===== config.mk =====
export PLATFORM = sky130hd
export DESIGN_NAME = hdmi_timing_gen
export DESIGN_NICKNAME = d
export VERILOG_FILES = /design/src/rtl/hdmi_timing_gen.sv
export SDC_FILE = /design/constraint.sdc
export NUM_CORES = 1
export LEC_CHECK = 0
export ABC_AREA = 1
export CORE_UTILIZATION = 40
export DETAILED_ROUTE_END_ITERATION = 7
export GPL_TIMING_DRIVEN = 0
export PLACE_DENSITY_LB_ADDON = 0.08
export SETUP_SLACK_MARGIN = 0.4
export SYNTH_ARGS = -nofsm -noshare
export SYNTH_HDL_FRONTEND = slang
export SYNTH_SLANG_ARGS = --single-unit

===== constraint.sdc =====
create_clock -name clk -period 1.7 [get_ports clk]
set_input_delay 0.425 -clock clk [delete_from_list [all_inputs] [get_ports clk]]
set_output_delay 0.425 -clock clk [all_outputs]
set_load 0.01 [all_outputs]

===== src/rtl/hdmi_timing_gen.sv =====
// Raster counters, sync generation and a registered 24-bit pixel bus for an HDMI transmitter.
// Build macro HDMI_TEST_PATTERN_EN swaps the r/g/b inputs for eight vertical colour bars.
module hdmi_timing_gen #(
  parameter int H_ACTIVE = 640,
  parameter int H_FP     = 16,
  parameter int H_SYNC   = 96,
  parameter int H_BP     = 48,
  parameter int V_ACTIVE = 480,
  parameter int V_FP     = 10,
  parameter int V_SYNC   = 2,
  parameter int V_BP     = 33,
  parameter bit SYNC_POL = 1'b0
) (
  input  logic        clk,
  input  logic        reset,
  output logic [11:0] x,
  output logic [11:0] y,
  input  logic [7:0]  r,
  input  logic [7:0]  g,
  input  logic [7:0]  b,
  output logic        hdmi_clk,
  output logic [23:0] hdmi_d,
  output logic        hdmi_de,
  output logic        hdmi_hs,
  input  logic        blank,
  output logic        hdmi_vs
);

  localparam int H_TOTAL = H_ACTIVE + H_FP + H_SYNC + H_BP;
  localparam int V_TOTAL = V_ACTIVE + V_FP + V_SYNC + V_BP;

  localparam logic [11:0] H_LAST   = 12'(H_TOTAL - 1);
  localparam logic [11:0] V_LAST   = 12'(V_TOTAL - 1);
  localparam logic [11:0] H_ACT    = 12'(H_ACTIVE);
  localparam logic [11:0] V_ACT    = 12'(V_ACTIVE);
  localparam logic [11:0] HS_START = 12'(H_ACTIVE + H_FP);
  localparam logic [11:0] HS_END   = 12'(H_ACTIVE + H_FP + H_SYNC);
  localparam logic [11:0] VS_START = 12'(V_ACTIVE + V_FP);
  localparam logic [11:0] VS_END   = 12'(V_ACTIVE + V_FP + V_SYNC);

  logic [11:0] h_cnt;
  logic [11:0] v_cnt;
  logic        active;
  logic        hs_raw;
  logic        vs_raw;
  logic [23:0] pixel;

  always_ff @(posedge clk) begin
    if (reset) begin
      h_cnt <= '0;
      v_cnt <= '0;
    end else if (h_cnt == H_LAST) begin
      h_cnt <= '0;
      v_cnt <= (v_cnt == V_LAST) ? '0 : v_cnt + 12'd1;
    end else begin
      h_cnt <= h_cnt + 12'd1;
    end
  end

  // The coordinate request goes out straight from the counters; the
  // picture generator answers combinationally within the same cycle.
  assign x = h_cnt;
  assign y = v_cnt;

  assign active = (h_cnt < H_ACT) && (v_cnt < V_ACT);
  assign hs_raw = (h_cnt >= HS_START) && (h_cnt < HS_END);
  assign vs_raw = (v_cnt >= VS_START) && (v_cnt < VS_END);

`ifdef HDMI_TEST_PATTERN_EN
  localparam int BAR_W = H_ACTIVE / 8;

  logic [2:0] bar;
  logic       unused_rgb;

  // Bar index bits map directly to channels: white, yellow, cyan, green,
  // magenta, red, blue, black.
  assign bar        = 3'(h_cnt / 12'(BAR_W));
  assign pixel      = {{8{~bar[1]}}, {8{~bar[2]}}, {8{~bar[0]}}};
  assign unused_rgb = ^{r, g, b};
`else
  assign pixel = {r, g, b};
`endif

  // One register stage keeps DE, both syncs and data mutually aligned.
  always_ff @(posedge clk) begin
    if (reset) begin
      hdmi_d  <= '0;
      hdmi_de <= 1'b0;
      hdmi_hs <= ~SYNC_POL;
      hdmi_vs <= ~SYNC_POL;
    end else begin
      hdmi_d  <= (active && !blank) ? pixel : 24'h000000;
      hdmi_de <= active;
      hdmi_hs <= hs_raw ? SYNC_POL : ~SYNC_POL;
      hdmi_vs <= vs_raw ? SYNC_POL : ~SYNC_POL;
    end
  end

  // Inverted clock puts the transmitter's sampling edge mid-cycle.
  assign hdmi_clk = ~clk;

endmodule


# Word level (Yosys, flattened, before mapping)
# Cells that the tools add are included.
classes:
  n_mux: 3
  n_lt_le_gt_ge: 6
  bitwise: 2
  eq_ne: 2
  addsub: 2
  reduce_logical: 7
ops:
  columns: ["cell", "count"]
  rows:
  - ["$add A12 B1 Y12 const B", 2]
  - ["$eq A12 B10 Y1 const B", 2]
  - ["$lt A12 B10 Y1 const B", 2]
  - ["$lt A12 B9 Y1 const B", 2]
  - ["$ge A12 B10 Y1 const B", 1]
  - ["$ge A12 B9 Y1 const B", 1]
  - ["$mux W12", 1]
  - ["$logic_and A1 B1 Y1", 4]
  - ["$reduce_or A2 Y1", 2]
  - ["$mux W1", 2]
  - ["$not A1 Y1", 2]
  - ["$logic_not A1 Y1", 1]
word_totals:
  out_inout_bits: 52
  register_bits: 51

# Depth between registers and ports, before layout
# Gate-level depths: netlist (run 1).
logic_depth:
  depth_word: 5
  depth_mapped: 9
  mapped_depth_nobuf: 9

==> qor.txt, run 1 <==
Warning count from the yosys run: 0
Worst Path Max Fanout: 4
Die Width: 77.62 um
Clock Tree Root: clkbuf_8
Synthesized area per cell: 7.238 um^2
Setup Slack @ Placement: -353.1 ps
Layout Cells excl Fill: 524
Slew HR: 75.19%
Syn-to-layout area delta: 80.14%
Sum of buffers and inverters on the critical path: 4
DP Wirelength: 3.836 mm
Startpoint types: clock port
N_diodes: 0
Largest net degree at the start of global routing: 16
RSZ-0062 raised after global routing: true
Worst Tran Pin Value: 372.1 ps
Crit path cell chain: clkbuf_16 > clkbuf_16 > inv_12 > buf_6
Fin. max-slew vios: 0
CTS HTree Levels: 2
DRT Wirelength: 6.378 mm
Hold Buf Count CTS: 0
Vias in the first global route: 2,235
Initial antenna violation count: 0
Leakage power: 1.947 nW
Clock skew: 226.4 ps
Hold Path Class: reg -> reg
DRC: 0
RR Endpoint: y[10]$_SDFFE_PP0N_
Crit path capture type: primary output
Dpl cells: 466
Run status: completed
Critical Path AT: 1260 ps
Post-DRT Antenna Nets: 0
Starting Density: 41.54%
Synth Cell Area: 2287 um^2
Syn nets: 347
DR vias: 2,456
Commonest non-fill, non-tap cell in the layout: nand2_1
Commonest cells after routing, fill and taps aside: nand2_1 (51), inv_1 (47), buf_2 (38), nor2_1 (37), buf_4 (35)
Clk slew on worst S/H paths: 130 ps
Final core occ: 74.82%
Die Area: 6024 um^2
Port buffer count: 78
Core Area: 5507 um^2
Fillers: 401
Tot Pwr: 2.864 mW
Netlist cell types: 25
Die Span Y: 77.62 um
Sum Neg Setup Slack: 0 ps
CTS tree: built
Worst VDD drop: 0.6126 mV
Reg2Reg Setup Slack: 270 ps
Reg-to-reg startpoint: y[0]$_SDFFE_PP0N_
Crit-path max cell delay: 150 ps
Worst hold path depth: 3
Ports: 79
Skew-Pair Late Insertion Delay: 480 ps
Flops & latches, synth: 51
Setup CP Type: clk -> out
Share of layout cells above drive strength 1: 51.33%
Total Routing Usage GR: 20.64%
DR iter-0 viols: 168
Routability cong.: 0.8677
Fin worst setup slack: 18.37 ps
Slowest-stage cell, CP: clkbuf_16
First-pass GRT wire length: 9.770 mm
FF-to-FF path depth: 10
Final setup vio count: 0
Max Cap Violations: 0
GRT overflow: 0
Drt first pass iters: 4
Worst hold start: y[10]$_SDFFE_PP0N_
Wire per inst: 12.17 um
Worst Hold End: hdmi_de$_SDFF_PP0_
Area leader, netlist: dfxtp_1
CP required: 1270 ps
Count of final hold-check violations: 0
Synth area leaders: dfxtp_1 (45%), nand2_1 (11%), inv_1 (9.4%), nor2_1 (8.5%), nor2_2 (5.2%)
Final nets: 482
Share of the yosys chip area belonging to registers: 44.64%
FP Rows: 27
TritonCTS buffer count: 5
CTS Buffer Depth: 2
CP most frequent cell: clkbuf_16
PD cells: 695.2 nW/um^2
DR vias/cell: 4.687
Crit-path leading delay family: buffers and inverters
Post-synth top area share: 44.64%
Post-Synthesis Cells: 316
worst reg2reg max path, stage by stage, from the launching register on:
cell	delay (ps)
dfxtp_2	340
buf_6	130
inv_4	70
ha_4	130
nand3_1	70
nor2_1	100
nand2_1	80
nand2_2	90
nand2_4	70
nand2_1	70
nor2_1	30
sequential cells by signal (all words and copies together) (netlist names):
signal / count
hdmi_d: 24
y: 12
x: 12
hdmi_de: 1
hdmi_vs: 1
hdmi_hs: 1
cells in the mapped netlist, drive strengths merged:
cell type	number
nor3	5
buf	5
nand3	23
o21ai	1
xnor2	1
nor3b	1
ha	4
a21oi	8
nand2	68
xor2	3
o2111ai	1
inv	60
nor2	75
dfxtp	51
nand3b	1
nand4	7
nor4	2
metal layers:
layer / routed length [um] / part of all wire [%] / up-vias / GRT usage [%]
met5: 0 / 0 / - / 0
met4: 101 / 1.6 / 0 / 8.113
met3: 569 / 8.9 / 10 / 7.647
met2: 3213 / 50 / 98 / 34.42
met1: 2494 / 39 / 1118 / 23.83
li1: - / - / 1230 / -
cell families after synthesis:
group | share of synthesized area, %
AO/OA/AOI/OAI | 2.352
XOR/XNOR | 1.532
adder cells (fa/ha/maj) | 2.188
buffers and inverters | 11.87
flip-flops | 44.64
AND/OR/NAND/NOR | 37.42
area by class of cell:
type,instances,area [um^2],share of cell area [%]
Inverter,59,229.0,5.557
Clock inverter,4,68.82,1.670
Buffer,5,68.82,1.670
Multi-Input combinational cell,200,1370,33.25
Sequential cell,51,1096,26.60
Tap cell,72,90.09,2.186
Clock buffer,11,140.1,3.401
Timing Repair Buffer,122,1057,25.66
how the worst max path moves through the flow:
stage / from / to / slack, ps / depth (start not counted)
4_1_cts: clk / hdmi_clk / 3 / 4
3_5_place_dp: reset / hdmi_d[12]$_SDFF_PP0_ / -350 / 7
6_report: clk / hdmi_clk / 20 / 4
2_1_floorplan: clk / hdmi_clk / 400 / 1
5_1_grt: clk / hdmi_clk / 8 / 4
3_3_place_gp: reset / hdmi_d[21]$_SDFF_PP0_ / -350 / 7
timing repair:
action                                  in CTS  in global routing
resized for setup                          289                 92
pin swaps                                   18                 20
buffers inserted                            28                 18
cloned                                       3                  1
endpoints found under the setup margin      99                 73
through the flow:
| stage | cell area [um^2] | hold slack, ps |
|---|---|---|
| 6_report | 4120 | 443.5 |
| 5_1_grt | 4120 | 456.4 |
| 4_1_cts | 3656 | 468.1 |
| 3_5_place_dp | 3181 | 445.2 |
| 3_3_place_gp | 3181 | 442.6 |
| 2_1_floorplan | 2310 | 438.9 |
where the power goes:
group / total (mW) / internal [mW] / switching [mW] / leakage [nW]
logic: 0.297 / 0.172 / 0.125 / 1.41
registers: 1.22 / 1.20 / 0.0135 / 0.433
clock network: 1.35 / 0.674 / 0.676 / 0.108
total: 2.86 / 2.05 / 0.815 / 1.95
Note: power is estimated with default switching activity, not from simulation.
==> run 2: changes to the inputs <==
==> constraint.sdc (replaced) <==
create_clock -name clk -period 1.7 [get_ports clk]
set_input_delay 0.425 -clock clk [delete_from_list [all_inputs] [get_ports clk]]
set_output_delay 0.425 -clock clk [all_outputs]
set_load 0.02 [all_outputs]
==> run 2 against run 1 <==
  * Sequential power barely moved
  * Largest cell class unchanged
  * First-iteration DRC count shrank 22%
  * Worst setup slack worse by 16 ps
  * Non-clock buffer count fell by 19
  * Sequential cell count is the same
  * Worst hold slack worse by 39 ps
  * Power is 0.33% higher
==> qor.txt, run 2 (same netlist as run 1, synthesis figures left out) <==
Setup crit end: hdmi_clk (unchanged)
Biggest register: hdmi_d (unchanged)
Dpl cells: 466 (unchanged)
TritonCTS buffer count: 5 (unchanged)
Crit path capture type: primary output (unchanged)
Tot Pwr: 2.874 mW (was 2.864 mW)
Wire per inst: 12.37 um (was 12.17 um)
PD cells: 694.8 nW/um^2 (was 695.2 nW/um^2)
Startpoint types: clock port (unchanged)
Crit path cell chain: clkbuf_16 > clkbuf_16 > clkinvlp_4 > buf_6 (was clkbuf_16 > clkbuf_16 > inv_12 > buf_6)
Commonest cells after routing, fill and taps aside: nand2_1 (55), inv_1 (51), buf_6 (51), nor2_1 (35), buf_4 (33) (was nand2_1 (51), inv_1 (47), buf_2 (38), nor2_1 (37), buf_4 (35))
DR vias: 2,396 (was 2,456)
Run status: completed (unchanged)
Core Area: 5507 um^2 (unchanged)
Sw Ratio: 25.00% (was 28.46%)
Critical Path AT: 1270 ps (was 1260 ps)
Clock share of power: 46.5% (was 47.2%)
Final setup vio count: 0 (unchanged)
Die Area: 6024 um^2 (unchanged)
Worst Path Max Fanout: 4 (unchanged)
Hold Path Class: in -> reg (was reg -> reg)
Layout Cells excl Fill: 506 (was 524)
Skew-Pair Late Insertion Delay: 450 ps (was 480 ps)
Clk slew on worst S/H paths: 90 ps (was 130 ps)
DRC: 0 (unchanged)
CTS HTree Levels: 2 (unchanged)
Fin. max-slew vios: 0 (unchanged)
DP Wirelength: 3.924 mm (was 3.836 mm)
Internal: 2.156 mW (was 2.049 mW)
DRT Wirelength: 6.258 mm (was 6.378 mm)
Sum of buffers and inverters on the critical path: 4 (unchanged)
Initial antenna violation count: 0 (unchanged)
Leakage power: 1.814 nW (was 1.947 nW)
Share of layout cells above drive strength 1: 52.07% (was 51.33%)
Setup CP Type: clk -> out (unchanged)
RR Endpoint: y[2]$_SDFFE_PP0N_ (was y[10]$_SDFFE_PP0N_)
GRT overflow: 0 (unchanged)
Syn-to-layout area delta: 80.85% (was 80.14%)
CP most frequent cell: clkbuf_16 (unchanged)
Vias in the first global route: 2,080 (was 2,235)
Worst VDD drop: 0.5522 mV (was 0.6126 mV)
Starting Density: 41.54% (unchanged)
Count of final hold-check violations: 0 (unchanged)
Logic gate share of total power: 11.3% (was 10.4%)
Seq. cell area: 1129 um^2 (was 1096 um^2)
Total Routing Usage GR: 19.27% (was 20.64%)
Reg-to-reg startpoint: x[0]$_SDFF_PP0_ (was y[0]$_SDFFE_PP0N_)
DR iter-0 viols: 131 (was 168)
CTS Buffer Depth: 2 (unchanged)
Stages on the worst setup path: 4 (unchanged)
Largest net degree at the start of global routing: 18 (was 16)
Ports: 79 (unchanged)
FP Rows: 27 (unchanged)
Worst Tran Pin Value: 380.4 ps (was 372.1 ps)
RSZ-0062 raised after global routing: true (unchanged)
Sequential share of power: 42.2% (was 42.5%)
Clock skew: 110.2 ps (was 226.4 ps)
Post-DRT Antenna Nets: 0 (unchanged)
DR vias/cell: 4.735 (was 4.687)
Slowest-stage cell, CP: clkbuf_16 (unchanged)
Commonest non-fill, non-tap cell in the layout: nand2_1 (unchanged)
Crit-path max cell delay: 140 ps (was 150 ps)
First-pass GRT wire length: 9.149 mm (was 9.770 mm)
Die Width: 77.62 um (unchanged)
Port buffer count: 78 (unchanged)
Switching power: 0.7184 mW (was 0.8152 mW)
Crit-path leading delay family: buffers and inverters (unchanged)
Die Span Y: 77.62 um (unchanged)
N_diodes: 0 (unchanged)
Drt first pass iters: 5 (was 4)
Clock Tree Root: clkbuf_8 (unchanged)
Routability cong.: 0.8863 (was 0.8677)
Slew HR: 74.44% (was 75.19%)
FF-to-FF path depth: 9 (was 10)
CTS tree: built (unchanged)
Max Cap Violations: 0 (unchanged)
Fillers: 398 (was 401)
Final nets: 464 (was 482)
Setup crit start: clk (unchanged)
CP required: 1270 ps (about the same)
Reg2Reg Setup Slack: 270 ps (about the same)
Largest register FFs: 24 (unchanged)
Multi-input gate area: 1374 um^2 (was 1370 um^2)
run 2: cell count changes in the layout (fill, tap and decap cells not counted), sizes merged:
cell         change
inv              -3
clkinv           +1
clkbuf           +1
buf             -18
clkinvlp         +1
bufinv           +1
dlygate4sd2      -1
run 2: layout make-up:
type / count / area share [%]
plain buffers: 5 / 1.785
multi-input cells: 200 / 33.21
repair buffers: 103 / 25.17
inverters: 59 / 5.475
clock buffers: 12 / 3.721
clock inverters: 4 / 1.180
flip-flops and latches: 51 / 27.28
well taps: 72 / 2.178
run 2: repair_timing:
| action | 4_1_cts | 5_1_grt |
|---|---|---|
| endpoints found under the setup margin | 100 | 65 |
| setup buffers | 11 | 18 |
| pin swaps | 17 | 27 |
| hold buffers | 0 | 0 |
| gates cloned | 2 | 1 |
| resized for setup | 266 | 198 |
run 2: through the flow:
stage	worst slack, ps	TNS [ps]	hold WS (ps)	cell area, um^2	util [%]
floorplan	343.3	0	481.8	2327	-
global placement	-360.3	-9900	446.4	3198	58.08
detailed placement	-375.3	-10280	454.6	3198	58.08
CTS	-33.95	-33.95	497.8	3334	60.55
global route	-13.14	-13.14	391.7	4136	75.12
finish	2.043	0	404.0	4136	75.12
run 2: power groups by stage:
stage / Sequential (mW) / Clock, mW / Combinational (mW)
4_1_cts: 1.23 / 1.22 / 0.237
5_1_grt: 1.22 / 1.44 / 0.346
3_3_place_gp: 1.27 / 0.0949 / 0.240
2_1_floorplan: 1.30 / 0.0501 / 0.0698
6_report: 1.21 / 1.34 / 0.324
3_5_place_dp: 1.27 / 0.0949 / 0.241
run 2: worst min-delay path by stage:
stage	from	endpoint	slack, ps	cells after the start
final	reset	y[8]$_SDFFE_PP0N_	400	2
after global routing	reset	y[8]$_SDFFE_PP0N_	390	2
after CTS	reset	y[8]$_SDFFE_PP0N_	500	2
after detailed placement	x[0]$_SDFF_PP0_	x[0]$_SDFF_PP0_	450	1
after global placement	x[0]$_SDFF_PP0_	x[0]$_SDFF_PP0_	450	1
after floorplan	x[0]$_SDFF_PP0_	x[0]$_SDFF_PP0_	480	1
run 2: metal layers:
layer	vias to the layer above	routed length (um)	track usage (%)
met5	-	0	0
met4	0	147	8.302
met3	17	647	7.882
met2	107	3134	32.74
met1	1080	2329	21.00
li1	1192	-	-
==> run 3: changes to the inputs <==
==> constraint.sdc (replaced) <==
create_clock -name clk -period 1.7 [get_ports clk]
set_input_delay 0.425 -clock clk [delete_from_list [all_inputs] [get_ports clk]]
set_output_delay 0.425 -clock clk [all_outputs]
set_load 0.005 [all_outputs]
==> run 3 against run 2 <==
  * Cell area rose by 4.8%
  * Combinational power shrank 5%
  * Non-clock buffer count is 33 higher
  * Critical endpoint unchanged
  * Sequential cell count stayed put
  * First-iteration DRC count increased by 86%
  * Die area did not move
  * Critical path depth did not move
  * Via count is 9.0% higher
  * Highest routed layer unchanged
==> qor.txt, run 3 (same netlist as run 1, synthesis figures left out) <==
Commonest cells after routing, fill and taps aside: nand2_1 (52), inv_1 (48), nor2_1 (33), buf_4 (31), buf_6 (29) (was nand2_1 (55), inv_1 (51), buf_6 (51), nor2_1 (35), buf_4 (33))
Max Cap Violations: 0 (unchanged)
Die Width: 77.62 um (unchanged)
Die Span Y: 77.62 um (unchanged)
Share of layout cells above drive strength 1: 49.35% (was 52.07%)
Tot Pwr: 2.519 mW (was 2.874 mW)
Commonest non-fill, non-tap cell in the layout: nand2_1 (unchanged)
Multi-input gate area: 1354 um^2 (was 1374 um^2)
Setup Slack @ Placement: -344.4 ps (was -375.3 ps)
Final setup vio count: 0 (unchanged)
Die Area: 6024 um^2 (unchanged)
Initial antenna violation count: 0 (unchanged)
CP required: 1270 ps (about the same)
Vias in the first global route: 2,488 (was 2,080)
Worst VDD drop: 0.4236 mV (was 0.5522 mV)
Drt first pass iters: 4 (was 5)
CTS Buffer Depth: 2 (unchanged)
Final nets: 492 (was 464)
DRC: 0 (unchanged)
Starting Density: 41.54% (unchanged)
Worst Hold End: hdmi_hs$_SDFF_PP1_ (was y[8]$_SDFFE_PP0N_)
Slew HR: 75.26% (was 74.44%)
Fillers: 373 (was 398)
PD cells: 581.2 nW/um^2 (was 694.8 nW/um^2)
RSZ-0062 raised after global routing: true (unchanged)
Ports: 79 (unchanged)
Count of final hold-check violations: 0 (unchanged)
Fin worst setup slack: 39.55 ps (was 2.043 ps)
Clock skew: 120.3 ps (was 110.2 ps)
Syn-to-layout area delta: 89.50% (was 80.85%)
FP Rows: 27 (unchanged)
Largest register FFs: 24 (unchanged)
Hold Path Class: in -> reg (unchanged)
DR iter-0 viols: 244 (was 131)
DP Wirelength: 3.882 mm (was 3.924 mm)
GRT overflow: 0 (unchanged)
First-pass GRT wire length: 10.85 mm (was 9.149 mm)
Core Area: 5507 um^2 (unchanged)
DRT Wirelength: 7.258 mm (was 6.258 mm)
Run status: completed (unchanged)
DR vias: 2,612 (was 2,396)
Post-DRT Antenna Nets: 0 (unchanged)
Fin. max-slew vios: 0 (unchanged)
Clk slew on worst S/H paths: 120 ps (was 90 ps)
Largest net degree at the start of global routing: 18 (unchanged)
Total Routing Usage GR: 22.69% (was 19.27%)
Dpl cells: 466 (unchanged)
FF-to-FF path depth: 8 (was 9)
Port buffer count: 78 (unchanged)
RR Endpoint: hdmi_d[18]$_SDFF_PP0_ (was y[2]$_SDFFE_PP0N_)
Biggest register: hdmi_d (unchanged)
Reg-to-reg startpoint: x[10]$_SDFF_PP0_ (was x[0]$_SDFF_PP0_)
Sum Neg Setup Slack: 0 ps (unchanged)
Layout Cells excl Fill: 534 (was 506)
Setup CP Type: clk -> out (unchanged)
Skew-Pair Late Insertion Delay: 420 ps (was 450 ps)
Wire per inst: 13.59 um (was 12.37 um)
Worst Path Max Fanout: 4 (unchanged)
Reg2Reg Setup Slack: 160 ps (was 270 ps)
Worst hold path depth: 3 (was 2)
Seq. cell area: 1099 um^2 (was 1129 um^2)
Startpoint types: clock port (unchanged)
Leakage power: 1.961 nW (was 1.814 nW)
Clock Tree Root: clkbuf_8 (unchanged)
Crit path capture type: primary output (unchanged)
CTS HTree Levels: 2 (unchanged)
Routability cong.: 0.8749 (was 0.8863)
Worst Tran Pin Value: 368.2 ps (was 380.4 ps)
Worst hold start: reset (unchanged)
CTS tree: built (unchanged)
DR vias/cell: 4.891 (was 4.735)
Final core occ: 78.71% (was 75.12%)
Critical Path AT: 1240 ps (was 1270 ps)
TritonCTS buffer count: 5 (unchanged)
N_diodes: 0 (unchanged)
-- run 3: layer usage --
metal,vias up,track usage [%],wire length (um)
li1,1245,-,-
met2,123,39.03,3871
met1,1216,25.79,2680
met3,28,6.824,555
met5,-,0,0
met4,0,10.00,150
-- run 3: repair_timing --
item | 4_1_cts | 5_1_grt
buffers inserted | 49 | 6
hold buffers | 0 | 0
setup endpoints to repair | 101 | 85
cloned | 5 | 0
pin swaps | 28 | 29
endpoints found under the hold margin | 0 | 0
gates resized for setup | 250 | 90
-- run 3: stage by stage --
| step | hold WS [ps] | cell area, um^2 |
|---|---|---|
| global route | 486.7 | 4334 |
| finish | 488.6 | 4334 |
| CTS | 475.0 | 4079 |
| global placement | 440.5 | 3169 |
| detailed placement | 444.3 | 3169 |
| floorplan | 432.8 | 2298 |
-- run 3: layout make-up --
cell class | instances | area share, %
flip-flops and latches | 51 | 25.35
well taps | 72 | 2.079
repair buffers | 136 | 30.80
clock inverters | 4 | 0.7794
plain buffers | 5 | 1.876
multi-input cells | 200 | 31.24
inverters | 59 | 5.341
clock buffers | 7 | 2.540
-- run 3: worst max-delay path by stage --
stage / from / end / slack (ps)
finish: clk / hdmi_clk / 40
global route: clk / hdmi_clk / 30
CTS: clk / hdmi_clk / 30
detailed placement: reset / hdmi_d[10]$_SDFF_PP0_ / -340
global placement: reset / hdmi_d[21]$_SDFF_PP0_ / -350
floorplan: clk / hdmi_clk / 400
-- run 3: worst max-delay path, cell delays in order --
cell and delay [ps]:
clkbuf_16 130, clkbuf_16 140, clkinv_4 30, buf_6 70
-- run 3: power breakdown --
group	switching [mW]	total [mW]	internal, mW	leakage [nW]
clock network	0.508	0.996	0.488	0.0757
logic	0.126	0.308	0.182	1.45
registers	0.0116	1.21	1.20	0.434
total	0.646	2.52	1.87	1.96
